## src/rtl/lwc_do_receiver.sv

```systemverilog
// -----------------------------------------------------------------------------
// lwc_do_receiver
//
// Consumes the LWC core's "do" output stream. Segment headers are parsed for
// type, Last flag and byte length; payload words are re-emitted on a
// byte-qualified output stream through a single-entry output register, and
// the status word that terminates an operation is decoded into done/success.
//
// Ports
//   clk        system clock, rising-edge
//   rst        asynchronous active-low reset
//   do_data    word from the core (header, payload or status)
//   do_valid   do_data valid
//   do_last    final word of an operation (expected only on the status word)
//   do_ready   receiver accepts do_data this cycle
//   out_data   payload word, big-endian bytes, unused low bytes forced to zero
//   out_keep   byte-valid mask, bit 3 qualifies out_data[31:24]
//   out_valid  payload word valid
//   out_last   final payload word of a segment whose Last flag is set
//   out_ready  downstream accepts the payload word
//   seg_type   type field of the most recent segment header
//   done       one-cycle pulse after a status word is accepted
//   success    1 when the last status tag was 4'hE, held until the next status
//   proto_err  sticky protocol-error flag, cleared only by reset
// -----------------------------------------------------------------------------
module lwc_do_receiver #(
   parameter int unsigned BUSW = 32
) (
   input  logic            clk,
   input  logic            rst,
   input  logic [BUSW-1:0] do_data,
   input  logic            do_valid,
   input  logic            do_last,
   output logic            do_ready,
   output logic [BUSW-1:0] out_data,
   output logic [3:0]      out_keep,
   output logic            out_valid,
   output logic            out_last,
   input  logic            out_ready,
   output logic [3:0]      seg_type,
   output logic            done,
   output logic            success,
   output logic            proto_err
);

   typedef enum logic [1:0] {
      S_HDR   = 2'd0,
      S_DATA  = 2'd1,
      S_DRAIN = 2'd2
   } state_t;

   state_t          state_q;
   state_t          state_d;

   // Holds do_ready low until the first clock edge after reset release.
   logic            run_q;
   logic [15:0]     rem_q;
   logic            last_flag_q;

   logic [3:0]      tag;
   logic            is_status;
   logic            out_free;
   logic            final_word;
   logic            accept;
   logic            hdr_accept;
   logic            stat_accept;
   logic            pay_accept;
   logic [15:0]     take;
   logic [3:0]      keep_d;
   logic [BUSW-1:0] data_d;

   assign tag        = do_data[31:28];
   assign is_status  = (tag == 4'hE) || (tag == 4'hF);
   // The output register can take a new word if empty or emptying this cycle.
   assign out_free   = !out_valid || out_ready;
   assign final_word = (rem_q <= 16'd4);

   // Bytes consumed by the current payload word: min(rem, 4).
   always_comb begin
      take   = rem_q;
      keep_d = 4'b0000;
      if (rem_q >= 16'd4) begin
         take   = 16'd4;
         keep_d = 4'b1111;
      end else begin
         unique case (rem_q[1:0])
            2'd3:    keep_d = 4'b1110;
            2'd2:    keep_d = 4'b1100;
            2'd1:    keep_d = 4'b1000;
            default: keep_d = 4'b0000;
         endcase
      end
   end

   assign data_d = do_data & {{8{keep_d[3]}}, {8{keep_d[2]}},
                              {8{keep_d[1]}}, {8{keep_d[0]}}};

   // Next-state and do_ready; do_ready never looks at do_valid.
   always_comb begin
      state_d  = state_q;
      do_ready = 1'b0;
      unique case (state_q)
         S_HDR: begin
            do_ready = run_q;
            if (do_valid && run_q && !is_status && (do_data[15:0] != 16'd0))
               state_d = S_DATA;
         end
         S_DATA: begin
            do_ready = out_free;
            // The last payload word goes straight back to header parsing when
            // downstream is taking data; otherwise park until it drains.
            if (do_valid && out_free && final_word)
               state_d = out_ready ? S_HDR : S_DRAIN;
         end
         S_DRAIN: begin
            if (out_ready)
               state_d = S_HDR;
         end
         default: state_d = S_HDR;
      endcase
   end

   assign accept      = do_valid && do_ready;
   assign stat_accept = accept && (state_q == S_HDR) && is_status;
   assign hdr_accept  = accept && (state_q == S_HDR) && !is_status;
   assign pay_accept  = accept && (state_q == S_DATA);

   always_ff @(posedge clk or negedge rst) begin
      if (!rst) begin
         state_q     <= S_HDR;
         run_q       <= 1'b0;
         rem_q       <= '0;
         last_flag_q <= 1'b0;
         out_data    <= '0;
         out_keep    <= '0;
         out_valid   <= 1'b0;
         out_last    <= 1'b0;
         seg_type    <= '0;
         done        <= 1'b0;
         success     <= 1'b0;
         proto_err   <= 1'b0;
      end else begin
         state_q <= state_d;
         run_q   <= 1'b1;
         done    <= stat_accept;

         if (stat_accept) begin
            success <= (tag == 4'hE);
            if (!do_last)
               proto_err <= 1'b1;
         end

         if (hdr_accept) begin
            seg_type    <= tag;
            last_flag_q <= do_data[23];
            rem_q       <= do_data[15:0];
            if (do_last)
               proto_err <= 1'b1;
         end

         // A new payload word replaces the register even while the old one
         // is being taken, so a steady stream has no gaps.
         if (pay_accept) begin
            out_data  <= data_d;
            out_keep  <= keep_d;
            out_valid <= 1'b1;
            out_last  <= last_flag_q && final_word;
            rem_q     <= rem_q - take;
            if (do_last)
               proto_err <= 1'b1;
         end else if (out_ready) begin
            out_valid <= 1'b0;
         end
      end
   end

endmodule

```

## config.mk

```make
export PLATFORM = sky130hd
export DESIGN_NAME = lwc_do_receiver
export DESIGN_NICKNAME = d
export VERILOG_FILES = /design/src/rtl/lwc_do_receiver.sv
export SDC_FILE = /design/constraint.sdc
export NUM_CORES = 1
export LEC_CHECK = 0
export BUFFER_PORTS_ARGS = -buffer_cell sky130_fd_sc_hd__buf_4
export CORE_MARGIN = 10
export CORE_UTILIZATION = 56
export DETAILED_ROUTE_END_ITERATION = 16
export PLACE_DENSITY = 0.87
export RECOVER_POWER = 25
export SETUP_SLACK_MARGIN = 0.15
export SLEW_MARGIN = 20
export SYNTH_ARGS = -nofsm -noshare
export SYNTH_HDL_FRONTEND = slang
export SYNTH_SLANG_ARGS = --single-unit
```

## constraint.sdc

```tcl
create_clock -name clk -period 4.4 [get_ports clk]
set_input_delay 0.22 -clock clk [delete_from_list [all_inputs] [get_ports clk]]
set_output_delay 0.22 -clock clk [all_outputs]
set_load 0.03 [all_outputs]
```

==> results of run 1 <==
[power breakdown]
part | switching, W | internal [W]
Combinational | 0.000543 | 0.000311
Sequential | 0.000168 | 0.000781
Clock | 0.000237 | 0.000318
Total | 0.000947 | 0.00141
[cell usage in the layout, fill, tap and decap left out, types with 6 or more instances in the layout]
cell type  synthesis  layout
clkbuf_1          14      22
nand4_1            6       6
buf_4              0      61
nor4_1            10      10
nand3_1            9       8
clkbuf_8           0       9
o21ai_0            9       9
dfrtp_1           65      65
a22o_1            33      33
nor2_1            13      13
nand2_1           19      19
nor3_1            11      11
[layout make-up]
cell class,instances,share of cell area [%]
Tap cell,70,2.325
Timing Repair Buffer,84,14.61
Multi-Input combinational cell,184,33.58
Clock inverter,7,2.524
Inverter,5,0.4982
Sequential cell,65,43.18
Clock buffer,9,3.288
[cells by family (layout without fill, tap and decap cells)]
logic type | after synthesis | count (layout) | synth area share (%)
other | 1 | 2 | 0.1262
adders and majority gates | 1 | 1 | 0.4212
AOI/OAI and AO/OA | 86 | 86 | 23.21
and+or+nand+nor | 94 | 94 | 18.20
DFF | 65 | 65 | 54.76
buffers and inverters | 21 | 105 | 2.948
muxes | 1 | 1 | 0.3370
[state kept, by name (all words and copies together), names as in the netlist]
name	flops
out_last	1
out_valid	1
out_data	32
proto_err	1
out_keep	4
state_q	2
success	1
last_flag_q	1
run_q	1
done	1
seg_type	4
rem_q	16
[through the flow]
stage	setup WS, ns	hold slack, ns	total power, W
2_1_floorplan	1.967	-0.07559	0.001505
3_3_place_gp	1.734	0.3486	0.001827
3_5_place_dp	1.561	0.3498	0.001856
4_1_cts	1.540	0.06859	0.002408
5_1_grt	1.257	0.07623	0.002495
6_report	1.478	0.07487	0.002358
[worst paths after layout]
| path | endpoint | slack (ns) |
|---|---|---|
| hold reg to reg | out_keep[0] | 0.49 |
| hold / removal | last_flag_q | 0.07 |
| setup / recovery | rem_q[4] | 1.48 |
| min in group asynchronous | out_keep[3] | 0.50 |
| max in group asynchronous | rem_q[14] | 3.38 |
| setup reg to reg | rem_q[4] | 1.48 |
[per-layer routing]
layer	wire (µm)	vias up	track usage (%)
li1	-	1216	-
met1	3594	1289	25.66
met2	4025	140	30.14
met3	688	8	5.811
met4	95	0	8.997
met5	0	-	0
[worst min-delay path, stage by stage]
cell and delay [ns]:
buf_4 0.08, nand2_1 0.04, nand2_1 0.05
==> results by group, run 1 <==
Synth
  – Most area-hungry cell type in the Yosys netlist: dfrtp_1
  – Synth top area share: 54.76%
  – Primary FF master, synth: dfrtp_1
  – Ys async rst share: 100.0%
  – Avg Cell Area, Syn: 11.04 µm²
  – Register area share after synthesis: 54.76%
  – Number of synthesized flops with an enable pin: 0
  – Synth warnings: 0
  – Post-synth cell types: 53
  – Syn Inst Count: 269
  – Mapped cell area: 2970 µm²
  – Count leader, synth: dfrtp_1
  – Post-synthesis register bit count: 65
  – Post-synth top cells: 65 x dfrtp_1, 33 x a22o_1, 19 x nand2_1, 14 x clkbuf_1, 13 x nor2_1
  – Synth area leaders: dfrtp_1 55%, a22o_1 9.7%, nand2_1 2.4%

Layout
  – Multi-input logic area: 1265 µm²
  – Synth-to-Final Area Change: 26.83%
  – Non-Filler Instances: 424
  – Share of layout cells above drive strength 1: 25.71%
  – Fin util: 73.30%
  – Layout Nets: 387
  – Fillers: 401
  – Design area: 3767 µm²
  – N_diodes: 0
  – Reg area: 1627 µm²

Setup path
  – Crit path cell chain: nor4_1 -> nand3_1 -> o21ai_0 -> ha_1 -> or3b_2 -> nor4_1 -> o41a_1 -> o21ai_0
  – CP arrival: 3.15 ns
  – Startpoint Class: register
  – Worst Setup SP: rem_q[14]
  – Crit path kind: reg -> reg
  – CP max-delay cell: nor4_1
  – Critical path's top delay family: simple AND/OR/NAND/NOR gates
  – CP max stage delay: 0.60 ns
  – Element type at the critical path end: register
  – Worst R2R Path Depth: 8
  – Buf+Inv Stages, Crit Path: 0
  – Crit path max fanout: 7
  – Crit path required time: 4.63 ns
  – WP depth: 8
  – RR Startpoint: rem_q[14]

CTS
  – Number of buffers created by CTS: 9
  – PostCTS Resize Cnt: 0
  – Clk_lat worst skew: 0.35 ns
  – CTS Hold Bufs: 1
  – Clock Tree Buf Depth: 2
  – H-tree lvl count: 3
  – CTS sink cnt: 65
  – Clk root buf: clkbuf_8
  – CTS tree: yes
  – Setup Buffers After CTS: 0
  – Clk slew on worst S/H paths: 0.07 ns

Floorplan
  – Core area: 5140 µm²
  – FP Rows: 26
  – Die Width: 92.83 µm
  – Starting Density: 57.79%
  – # IOs: 83
  – Die extent in y: 92.83 µm
  – Area of the die: 8617 µm²

Outcome
  – Status: finished clean

STA
  – Worst Max-Slew Pin Slew: 1.056 ns
  – Final hold violations: 0
  – Final Max Tran Viols: 0
  – Setup Skew: 0.006412 ns
  – Fin Setup TNS: 0 ns
  – Finish-stage setup viols: 0
  – Tcrit/Tclk final: 66.42%
  – RSZ-0062 raised after global routing: false
  – Max Fclk: 0.3422 GHz
  – Rel. slew slack: 29.32%
  – Min Tclk post-route: 2.922 ns

Detailed routing
  – DR vias: 2,653
  – Antenna viol nets, final: 0
  – WL/cell: 19.82 µm
  – Vias per cell: 6.257
  – 1st-iter DRT viols: 238
  – DRT Pass-1 Iters: 5
  – Number of remaining DRC errors: 0
  – Final WL: 8.404 mm

Placed design
  – Placed insts: 407
  – IO Port Bufs: 82
  – GP Congestion: 0.9231
  – DP HPWL: 6.136 mm
  – Placed cell areas: 3621 µm²

Hold path
  – Hold path start: do_data[23]
  – Min-Delay Path Class: in -> reg
  – Hold path depth: 3

GRT
  – Initial antenna violation count: 0
  – First-pass GRT wire length: 13.75 mm
  – Largest net degree at the start of global routing: 66
  – Vias in the first global route: 2,706
  – GRT Total Usage: 19.88%
  – Gr ovfl total: 0

Flow run
  – Maxcap violations: 0

Pwr
  – Leak: 1.668 nW
  – Peak VDD IR: 0.0004468 V
  – PwrDens: 625.8 nW/µm²
(Power assumes the default switching activity.)
==> inputs of run 2 (changes only) <==
--- a/config.mk
+++ b/config.mk
@@ -5,11 +5,12 @@
 export SDC_FILE = /design/constraint.sdc
 export NUM_CORES = 1
 export LEC_CHECK = 0
+export ABC_AREA = 1
 export BUFFER_PORTS_ARGS = -buffer_cell sky130_fd_sc_hd__buf_4
 export CORE_MARGIN = 10
-export CORE_UTILIZATION = 56
+export CORE_UTILIZATION = 47
 export DETAILED_ROUTE_END_ITERATION = 16
-export PLACE_DENSITY = 0.87
+export PLACE_DENSITY = 0.77
 export RECOVER_POWER = 25
 export SETUP_SLACK_MARGIN = 0.15
 export SLEW_MARGIN = 20
==> constraint.sdc (replaced) <==
create_clock -name clk -period 2.6 [get_ports clk]
set_input_delay 0.13 -clock clk [delete_from_list [all_inputs] [get_ports clk]]
set_output_delay 0.13 -clock clk [all_outputs]
set_load 0.03 [all_outputs]
==> results by group, run 2 <==
Placed design
  – Worst slack, placed: 0.5186 ns
  – GP Congestion: 0.9331
  – DP HPWL: 6.494 mm
  – Placed cell areas: 3790 µm²
  – IO Port Bufs: 82

Synth
  – Post-synth cell types: 32
  – Avg Cell Area, Syn: 8.036 µm²
  – Mapped cell area: 3102 µm²
  – Synth warnings: 0
  – Register area share after synthesis: 52.44%
  – Post-synthesis register bit count: 65
  – Synth top area share: 52.44%
  – Ys async rst share: 100.0%
  – Synth area leaders: dfrtp_1 52%, nand2_1 12%, o21ai_0 9.8%
  – Most area-hungry cell type in the Yosys netlist: dfrtp_1
  – Number of synthesized flops with an enable pin: 0
  – Count leader, synth: nand2_1
  – Syn Inst Count: 386
  – Post-synth top cells: 102 x nand2_1, 65 x dfrtp_1, 61 x o21ai_0, 60 x inv_1, 23 x nand3_1
  – Primary FF master, synth: dfrtp_1

CTS
  – PostCTS Resize Cnt: 0
  – Setup Buffers After CTS: 0
  – CTS tree: yes
  – H-tree lvl count: 3
  – Clk_lat worst skew: 0.35 ns
  – Clock Tree Buf Depth: 2
  – Number of buffers created by CTS: 9
  – Clk root buf: clkbuf_8
  – Clk slew on worst S/H paths: 0.08 ns
  – CTS sink cnt: 65

Layout
  – N_diodes: 0
  – Design area: 3900 µm²
  – Largest register FFs: 32
  – Commonest non-fill, non-tap cell in the layout: nand2_1
  – Fillers: 600
  – Commonest non-fill, non-tap cells in the layout: 102 x nand2_1, 65 x dfrtp_1, 61 x o21ai_0
  – Largest Register: out_data
  – Layout Nets: 515
  – Top Registers: out_data (32), rem_q (16)
  – Synth-to-Final Area Change: 25.74%
  – Share of layout cells above drive strength 1: 15.15%

Pwr
  – PwrDens: 1283 nW/µm²
  – Peak VDD IR: 0.0008063 V
  – Leak: 2.016 nW

Floorplan
  – # IOs: 83
  – Core area: 6386 µm²
  – Area of the die: 10,250 µm²
  – Die Width: 101.2 µm
  – Die extent in y: 101.2 µm
  – FP Rows: 29
  – Starting Density: 48.57%

STA
  – Final setup margin: 0.5438 ns
  – Max Fclk: 0.4863 GHz
  – Finish-stage setup viols: 0
  – Final Max Tran Viols: 66
  – Worst Max-Slew Pin Slew: 1.578 ns
  – Rel. slew slack: -5.216%
  – Tcrit/Tclk final: 79.09%
  – Setup Skew: 0.01133 ns
  – Min Tclk post-route: 2.056 ns
  – Fin Setup TNS: 0 ns
  – Final hold violations: 0
  – RSZ-0062 raised after global routing: false

Detailed routing
  – WL/cell: 15.45 µm
  – Antenna viol nets, final: 0
  – 1st-iter DRT viols: 165
  – WL met2: 4.217 mm
  – Vias per cell: 5.215
  – Met3 wire len: 753 µm
  – Final WL: 8.638 mm
  – Number of remaining DRC errors: 0
  – DRT Pass-1 Iters: 4
  – Top layer in use: met4
  – DR vias: 2,915
  – DRT met1 WL: 3.485 mm

GRT
  – Gr ovfl total: 0
  – Largest net degree at the start of global routing: 66
  – GRT Total Usage: 17.56%
  – First-pass GRT wire length: 14.44 mm
  – Initial antenna violation count: 0
  – Vias in the first global route: 2,975

Setup path
  – Crit path max fanout: 18
  – Crit path required time: 2.86 ns
  – CP arrival: 2.32 ns
  – Crit path kind: reg -> reg
  – Element type at the critical path end: register
  – Startpoint Class: register

Flow run
  – Maxcap violations: 1

Outcome
  – Failing checks: capacitance limit, slew limit
  – Status: finished, violations left

Hold path
  – Min-Delay Path Class: in -> reg
==> run 2: changes by cell type after synthesis, sizes merged, moves of 8 or more <==
cell	previous run	this run
nor3	11	3
o21ai	9	64
inv	5	62
nand3	9	24
nand2	19	106
nor2	14	25
nor4	12	0
a22o	33	0
==> run 2: cell families after synthesis <==
| logic type | share of synthesized area, % |
|---|---|
| adder cells (fa/ha/maj) | 0.4033 |
| AND/OR/NAND/NOR | 23.64 |
| other | 0.1209 |
| AO/OA/AOI/OAI | 13.72 |
| XOR/XNOR | 0.5648 |
| buffers and inverters | 9.117 |
| flip-flops | 52.44 |
==> run 2: what timing repair did <==
action                                  4_1_cts  5_1_grt
hold buffers                                  4        0
endpoints found under the setup margin        0        0
endpoints found under the hold margin        68        0
==> run 2: cell type report <==
type                       instances  area (µm²)  share of cell area, %
sequential                        65        1627                  41.71
multi-input combinational        250        1196                  30.67
timing repair buffer              89       529.3                  13.57
inverter                          62       232.7                  5.967
clock buffer                      10       127.6                  3.272
tap                               77       96.34                  2.470
clock inverter                     6       91.34                  2.342
==> run 2: stage by stage <==
step | power, W | std cells | hold slack, ns | utilization, %
after floorplan | 0.003381 | 387 | -0.1656 | -
after global placement | 0.004249 | 539 | 0.2722 | 59.35
after detailed placement | 0.004316 | 539 | 0.2782 | 59.35
after CTS | 0.005292 | 559 | 0.03081 | 63.40
after global routing | 0.005394 | 559 | 0.02753 | 61.07
final | 0.005004 | 559 | 0.03812 | 61.07
==> run 2: layer usage <==
metal / up-vias / GRT usage [%]
met1: 1393 / 19.68
met2: 96 / 28.81
met4: 0 / 7.181
met3: 16 / 7.488
met5: - / 0
li1: 1410 / -
==> run 2: path summary, 6_finish.rpt <==
path                         startpoint            to  slack [ns]  depth (start not counted)
min                         do_data[24]  out_data[24]        0.04                          3
min reg2reg                out_data[19]  out_data[19]        0.48                          2
max reg2reg                  state_q[1]     rem_q[13]        0.54                          8
max in group asynchronous           rst     rem_q[15]        0.94                          2
min in group asynchronous           rst   out_data[7]        0.72                          2
max                          state_q[1]     rem_q[13]        0.54                          8
==> run 2: where the power goes <==
group	switching, W	internal [W]	total (W)
Sequential	0.000323	0.00147	0.00179
Clock	0.000407	0.000545	0.000952
Combinational	0.00164	0.000615	0.00226
Total	0.00237	0.00263	0.00500
==> run 2: worst max-delay path: stages, from the launching register on <==
cell and delay [ns]:
dfrtp_1 0.40, nor2_1 0.15, nand2_1 0.08, nor2_1 0.16, nand2_1 0.37, buf_4 0.31
o21ai_0 0.33, nand2_1 0.09, o21ai_0 0.08
